==> src/rtl/ps2_rx_fifo.sv <==
// PS/2 device-to-host receiver: synchronised, glitch-filtered frame capture with
// E0/F0 prefix decoding into a show-ahead FIFO of {ext, brk, scan code} entries.
module ps2_rx_fifo #(
  parameter int TIMEOUT_CYCLES = 50000,
  parameter int FILTER_LEN     = 4,
  parameter int FIFO_DEPTH     = 8,
  parameter int PARITY_CHECK   = 1
) (
  input  logic                          clk,
  input  logic                          rst,
  input  logic                          ps2_clk,
  input  logic                          ps2_data,
  output logic [7:0]                    data_o,
  output logic                          ext_o,
  output logic                          brk_o,
  output logic                          valid_o,
  input  logic                          ready_i,
  output logic [$clog2(FIFO_DEPTH):0]   count_o,
  output logic                          parity_err_o,
  output logic                          frame_err_o,
  output logic                          overflow_o,
  output logic [1:0]                    dbg_state
);

  localparam int AW = $clog2(FIFO_DEPTH);
  localparam int CW = AW + 1;
  localparam int FW = (FILTER_LEN > 1) ? $clog2(FILTER_LEN) : 1;
  localparam int TW = $clog2(TIMEOUT_CYCLES + 1);

  typedef enum logic [1:0] {
    S_IDLE  = 2'd0,
    S_RX    = 2'd1,
    S_CHECK = 2'd2
  } state_t;

  // Index 0 is the PS/2 clock line, index 1 the PS/2 data line.
  logic [1:0]    sync_a, sync_b;
  logic [1:0]    filt;
  logic [FW-1:0] fcnt [0:1];
  logic          filt_clk_q;
  logic          fall;

  always_ff @(posedge clk) begin
    if (rst) begin
      sync_a     <= 2'b11;
      sync_b     <= 2'b11;
      filt       <= 2'b11;
      filt_clk_q <= 1'b1;
      for (int i = 0; i < 2; i++) fcnt[i] <= '0;
    end else begin
      sync_a     <= {ps2_data, ps2_clk};
      sync_b     <= sync_a;
      filt_clk_q <= filt[0];
      // A line only changes after FILTER_LEN consecutive samples disagree with it.
      for (int i = 0; i < 2; i++) begin
        if (sync_b[i] == filt[i]) begin
          fcnt[i] <= '0;
        end else if (fcnt[i] == FW'(FILTER_LEN - 1)) begin
          filt[i] <= sync_b[i];
          fcnt[i] <= '0;
        end else begin
          fcnt[i] <= fcnt[i] + FW'(1);
        end
      end
    end
  end

  assign fall = filt_clk_q & ~filt[0];

  state_t        state, state_n;
  logic [3:0]    bitcnt, bitcnt_n;
  logic [TW-1:0] timer, timer_n;
  logic [9:0]    shift, shift_n;
  logic          timeout;

  always_comb begin
    state_n  = state;
    bitcnt_n = bitcnt;
    timer_n  = timer;
    shift_n  = shift;
    timeout  = 1'b0;
    case (state)
      S_IDLE: begin
        if (fall && !filt[1]) begin
          state_n  = S_RX;
          bitcnt_n = 4'd0;
          timer_n  = '0;
        end
      end
      S_RX: begin
        // Shift order is LSB first: shift[7:0]=data, shift[8]=parity, shift[9]=stop.
        if (fall) begin
          shift_n  = {filt[1], shift[9:1]};
          bitcnt_n = bitcnt + 4'd1;
          timer_n  = '0;
          if (bitcnt == 4'd9) state_n = S_CHECK;
        end else if (timer == TW'(TIMEOUT_CYCLES - 1)) begin
          state_n = S_IDLE;
          timeout = 1'b1;
        end else begin
          timer_n = timer + TW'(1);
        end
      end
      S_CHECK: state_n = S_IDLE;
      default: state_n = S_IDLE;
    endcase
  end

  always_ff @(posedge clk) begin
    if (rst) begin
      state  <= S_IDLE;
      bitcnt <= 4'd0;
      timer  <= '0;
      shift  <= '0;
    end else begin
      state  <= state_n;
      bitcnt <= bitcnt_n;
      timer  <= timer_n;
      shift  <= shift_n;
    end
  end

  assign dbg_state = state;

  logic in_check, stop_ok, par_ok, good, is_e0, is_f0, push_req;
  logic ext_pend, brk_pend;

  assign in_check = (state == S_CHECK);
  assign stop_ok  = shift[9];
  assign par_ok   = (PARITY_CHECK == 0) || (^shift[8:0]);
  assign good     = in_check & stop_ok & par_ok;
  assign is_e0    = (shift[7:0] == 8'hE0);
  assign is_f0    = (shift[7:0] == 8'hF0);
  assign push_req = good & ~is_e0 & ~is_f0;

  // Handshake: an entry transfers on any cycle where valid_o and ready_i are both
  // high; valid_o never depends on ready_i and ready_i is ignored while valid_o is low.
  logic [9:0]    mem [0:FIFO_DEPTH-1];
  logic [AW-1:0] wr_ptr, rd_ptr, rd_nxt;
  logic [CW-1:0] count, count_nxt;
  logic [9:0]    push_data;
  logic          full, do_pop, do_push, overflow;

  assign valid_o   = (count != '0);
  assign count_o   = count;
  assign full      = (count == CW'(FIFO_DEPTH));
  assign do_pop    = valid_o & ready_i;
  assign do_push   = push_req & (~full | do_pop);
  assign overflow  = push_req & full & ~do_pop;
  assign push_data = {ext_pend, brk_pend, shift[7:0]};
  assign rd_nxt    = rd_ptr + AW'(do_pop);
  assign count_nxt = count + CW'(do_push) - CW'(do_pop);

  always_ff @(posedge clk) begin
    if (do_push) mem[wr_ptr] <= push_data;
  end

  always_ff @(posedge clk) begin
    if (rst) begin
      wr_ptr       <= '0;
      rd_ptr       <= '0;
      count        <= '0;
      {ext_o, brk_o, data_o} <= '0;
      ext_pend     <= 1'b0;
      brk_pend     <= 1'b0;
      parity_err_o <= 1'b0;
      frame_err_o  <= 1'b0;
      overflow_o   <= 1'b0;
    end else begin
      wr_ptr       <= wr_ptr + AW'(do_push);
      rd_ptr       <= rd_nxt;
      count        <= count_nxt;
      parity_err_o <= in_check & stop_ok & ~par_ok;
      frame_err_o  <= (in_check & ~stop_ok) | timeout;
      overflow_o   <= overflow;
      // The new head bypasses memory when it is the entry being written this cycle.
      if (count_nxt != '0) begin
        if (do_push && (wr_ptr == rd_nxt)) {ext_o, brk_o, data_o} <= push_data;
        else                               {ext_o, brk_o, data_o} <= mem[rd_nxt];
      end
      if (in_check) begin
        if (good && is_e0) begin
          ext_pend <= 1'b1;
        end else if (good && is_f0) begin
          brk_pend <= 1'b1;
        end else begin
          ext_pend <= 1'b0;
          brk_pend <= 1'b0;
        end
      end
    end
  end

endmodule
==> config.mk <==
export PLATFORM = sky130hd
export DESIGN_NAME = ps2_rx_fifo
export DESIGN_NICKNAME = d
export VERILOG_FILES = /design/src/rtl/ps2_rx_fifo.sv
export SDC_FILE = /design/constraint.sdc
export NUM_CORES = 1
export LEC_CHECK = 0
export ABC_CLOCK_PERIOD_IN_PS = 3200
export CAP_MARGIN = 10
export CORE_UTILIZATION = 54
export DETAILED_ROUTE_END_ITERATION = 8
export PLACE_DENSITY_LB_ADDON = 0.1
export SETUP_SLACK_MARGIN = 0.1
export SLEW_MARGIN = 20
export SYNTH_ARGS = -nofsm -noshare
export SYNTH_HDL_FRONTEND = slang
export SYNTH_SLANG_ARGS = --single-unit
==> constraint.sdc <==
create_clock -name clk -period 3.2 [get_ports clk]
set_clock_uncertainty 0.1 [all_clocks]
set_input_delay 0.48 -clock clk [delete_from_list [all_inputs] [get_ports clk]]
set_output_delay 0.48 -clock clk [all_outputs]
set_load 0.01 [all_outputs]
==> results.json <==
{
  "status": "complete, no violations",
  "grt_pass1_vias": 3912,
  "grt.overflow.total": 0,
  "end_kind": "flip-flop",
  "start_kind": "flip-flop",
  "setup_ws_ns": 0.0860,
  "cts_tree": "done",
  "grt_pass1_wl_um": 20200,
  "mostFrequentLayoutCells": "84 x edfxtp_1, 60 x dfxtp_1, 35 x buf_4, 31 x nand2_1",
  "ys_ff_latch": 148,
  "synthCells": 466,
  "yosysWarnings": 0,
  "clkSinkCount": 148,
  "power_leakage_nw": 2.77,
  "holdPathEnd": "sync_b[0]",
  "synth-edff-count": 84,
  "syn_to_final_growth_pct": 23.3,
  "ctsLongestPathBuffers": 2,
  "vias_per_cell": 5.65,
  "worst-path-max-fanout": 5,
  "syn_avg_cell_area_um2": 13.3,
  "wl_um": 12600,
  "synthFlopType": "edfxtp_1",
  "hp-class": "flip-flop to flip-flop",
  "gp_congestion": 0.780,
  "initialDrtViolationCount": 211,
  "vdd_ir_drop_max_mv": 0.458,
  "drive_above_1_share_pct": 24.1,
  "antenna_found_initial": 0,
  "min_period_ns": 3.11,
  "place_ws_ns": -0.224,
  "wire_per_inst_um": 18.4,
  "postLayoutCoreUtil_pct": 69.5,
  "worst_pin_slew_ns": 0.808,
  "r2r_slack_ns": 0.09,
  "holdBufCountCts": 0,
  "die_w_um": 109,
  "path_class": "flip-flop to flip-flop",
  "mappedNetlistArea_um2": 6210,
  "hold_path_depth": 1,
  "r2r_cells": 12,
  "r2r-start": "shift[6]",
  "grt_util_all_layers_pct": 23.4,
  "r2r_end": "data_o[2]",
  "placement_rows": 38,
  "holdCritStartpoint": "sync_a[0]",
  "diodes": 0,
  "slew_headroom_pct": 45.9,
  "max-cap-violations": 0,
  "async_reset_ff_share_pct": 0,
  "grt_setup_unrepaired": "true",
  "yosysSeqAreaShare_pct": 61.2,
  "hold_viol": 0,
  "layout_commonest_cell": "edfxtp_1",
  "die_y_um": 109,
  "numCtsBuffers": 17,
  "dp_hpwl_um": 8050,
  "setup_viol": 0,
  "drc": 0,
  "drt_first_pass_iters": 4,
  "io_pins": 25,
  "dieArea_um2": 11900,
  "start_util_pct": 56.3,
  "io_buffers": 24,
  "ys_types": 48,
  "finalCritPeriodShare_pct": 97.3,
  "detail-route-antenna-nets": 0,
  "cts_max_level": 4,
  "p_per_area_nw_per_um2": 780,
  "grt_max_degree": 24,
  "cts-root-buf": "clkbuf_16",
  "clkTransAtPathRegs_ns": 0.06,
  "finalMaxSlewViolations": 0,
  "nNetsFinal": 556,
  "num_vias": 3862,
  "core-area_um2": 11000,
  "worst-endpoint-arrival_ns": 3.36,
  "cp.required_ns": 3.44,
  "max_freq_mhz": 321,
  "clock_latency_ns": 0.42
}
==> logic make-up after synthesis <==
family          count (synthesis)  synth area share (%)
flops                         148                  61.2
mux                            40                  10.7
other cells                     1                0.0604
compound gates                 65                  6.87
xor+xnor                       17                  2.86
simple gates                  139                  11.6
buf+inv                        36                  2.52
fa+ha+maj                      20                  4.15
==> registers in the layout (all words and copies together), names as in the netlist, 2 cells and up <==
name,flops
timer,16
mem,80
count_o,4
shift,10
filt,2
sync_b,2
data_o,8
sync_a,2
fcnt,4
wr_ptr,3
dbg_state,2
bitcnt,4
rd_ptr,3
==> worst max-delay path, cell delays in order (launching register included) <==
cell	delay, ns
dfxtp_2	0.33
ha_4	0.23
xnor3_2	0.39
xnor2_2	0.16
or3_4	0.36
nand2_4	0.09
o21ai_2	0.05
ha_2	0.18
a21o_1	0.20
a21oi_2	0.20
xnor2_2	0.21
and4b_2	0.41
o2bb2ai_1	0.13
==> cell usage after synthesis, types with 3 or more instances <==
master      n  area (um2)
dfxtp_1    64        1280
nor3_1     11        55.1
edfxtp_1   84        2520
buf_1       3        11.3
mux2i_1    10         100
nor2b_1    12        75.1
buf_2       5        25.0
nand4_1     8        50.1
nand2b_1    6        37.5
mux2_2     10         113
or2_2       5        31.3
or3_1      11        68.8
ha_1       19         238
nor2_1     27         101
nor4_1      3        18.8
o2bb2ai_1  10        87.6
a21oi_1    27         135
nand2_1    32         120
inv_1      17        63.8
o31ai_1     5        37.5
xnor2_1     6        52.6
nand3_1     8        40.0
o21ai_0     9        45.0
clkbuf_1    9        33.8
a211o_1     3        26.3
mux4_2     20         450
and2_1      3        18.8
or4_1       5        37.5
nand3b_1    3        22.5
xor2_1      9        78.8
==> metal layers <==
metal / vias up / GRT usage, % / part of all wire [%]
li1: 1871 / - / -
met1: 1893 / 29.1 / 44
met2: 84 / 40.5 / 51
met3: 14 / 5.26 / 3.9
met4: 0 / 7.71 / 1.3
met5: - / 0 / 0
==> where the power goes <==
group	switching, mW	total (mW)	leakage [nW]	internal [mW]
clock	0.732	2.05	0.310	1.31
combinational	0.819	1.77	1.15	0.953
sequential	0.0721	2.16	1.31	2.08
total	1.62	5.97	2.77	4.35
==> cell type report <==
type	count	area, um2
inverters	17	63.8
clock inverters	4	53.8
fillers	780	3370
clock buffers	28	576
repair buffers	61	543
flip-flops and latches	148	3810
well taps	140	175
multi-input cells	286	2440
==> worst max-delay path by stage <==
| stage | cells after the start | slack (ns) | start | to |
|---|---|---|---|---|
| 6_report | 12 | 0.09 | shift[6] | data_o[2] |
| 5_1_grt | 12 | -0.009 | shift[0] | data_o[2] |
| 4_1_cts | 11 | 0.08 | shift[7] | ext_o |
| 3_5_place_dp | 12 | -0.22 | shift[4] | data_o[2] |
| 3_3_place_gp | 12 | -0.10 | shift[4] | data_o[7] |
| 2_1_floorplan | 13 | 0.10 | shift[4] | brk_o |
==> metrics by stage <==
step	instance area (um2)	cells	total power, mW	hold slack [ns]	setup TNS [ns]
2_1_floorplan	6270	469	3.20	0.289	0
3_3_place_gp	6860	647	3.63	0.295	-1.02
5_1_grt	7660	684	6.22	0.336	-0.0117
6_report	7660	684	5.97	0.311	0
4_1_cts	7610	683	6.00	0.318	0
3_5_place_dp	6860	647	3.67	0.302	-2.08
==> repair_timing <==
action / CTS / global route
cloned: 1 / 0
setup buffers: 3 / 1
resized for setup: 14 / 8
pin swaps: 12 / 8
endpoints found under the hold margin: 0 / 0
endpoints found under the setup margin: 10 / 11
No activity file was read; power rests on OpenSTA's default activity.
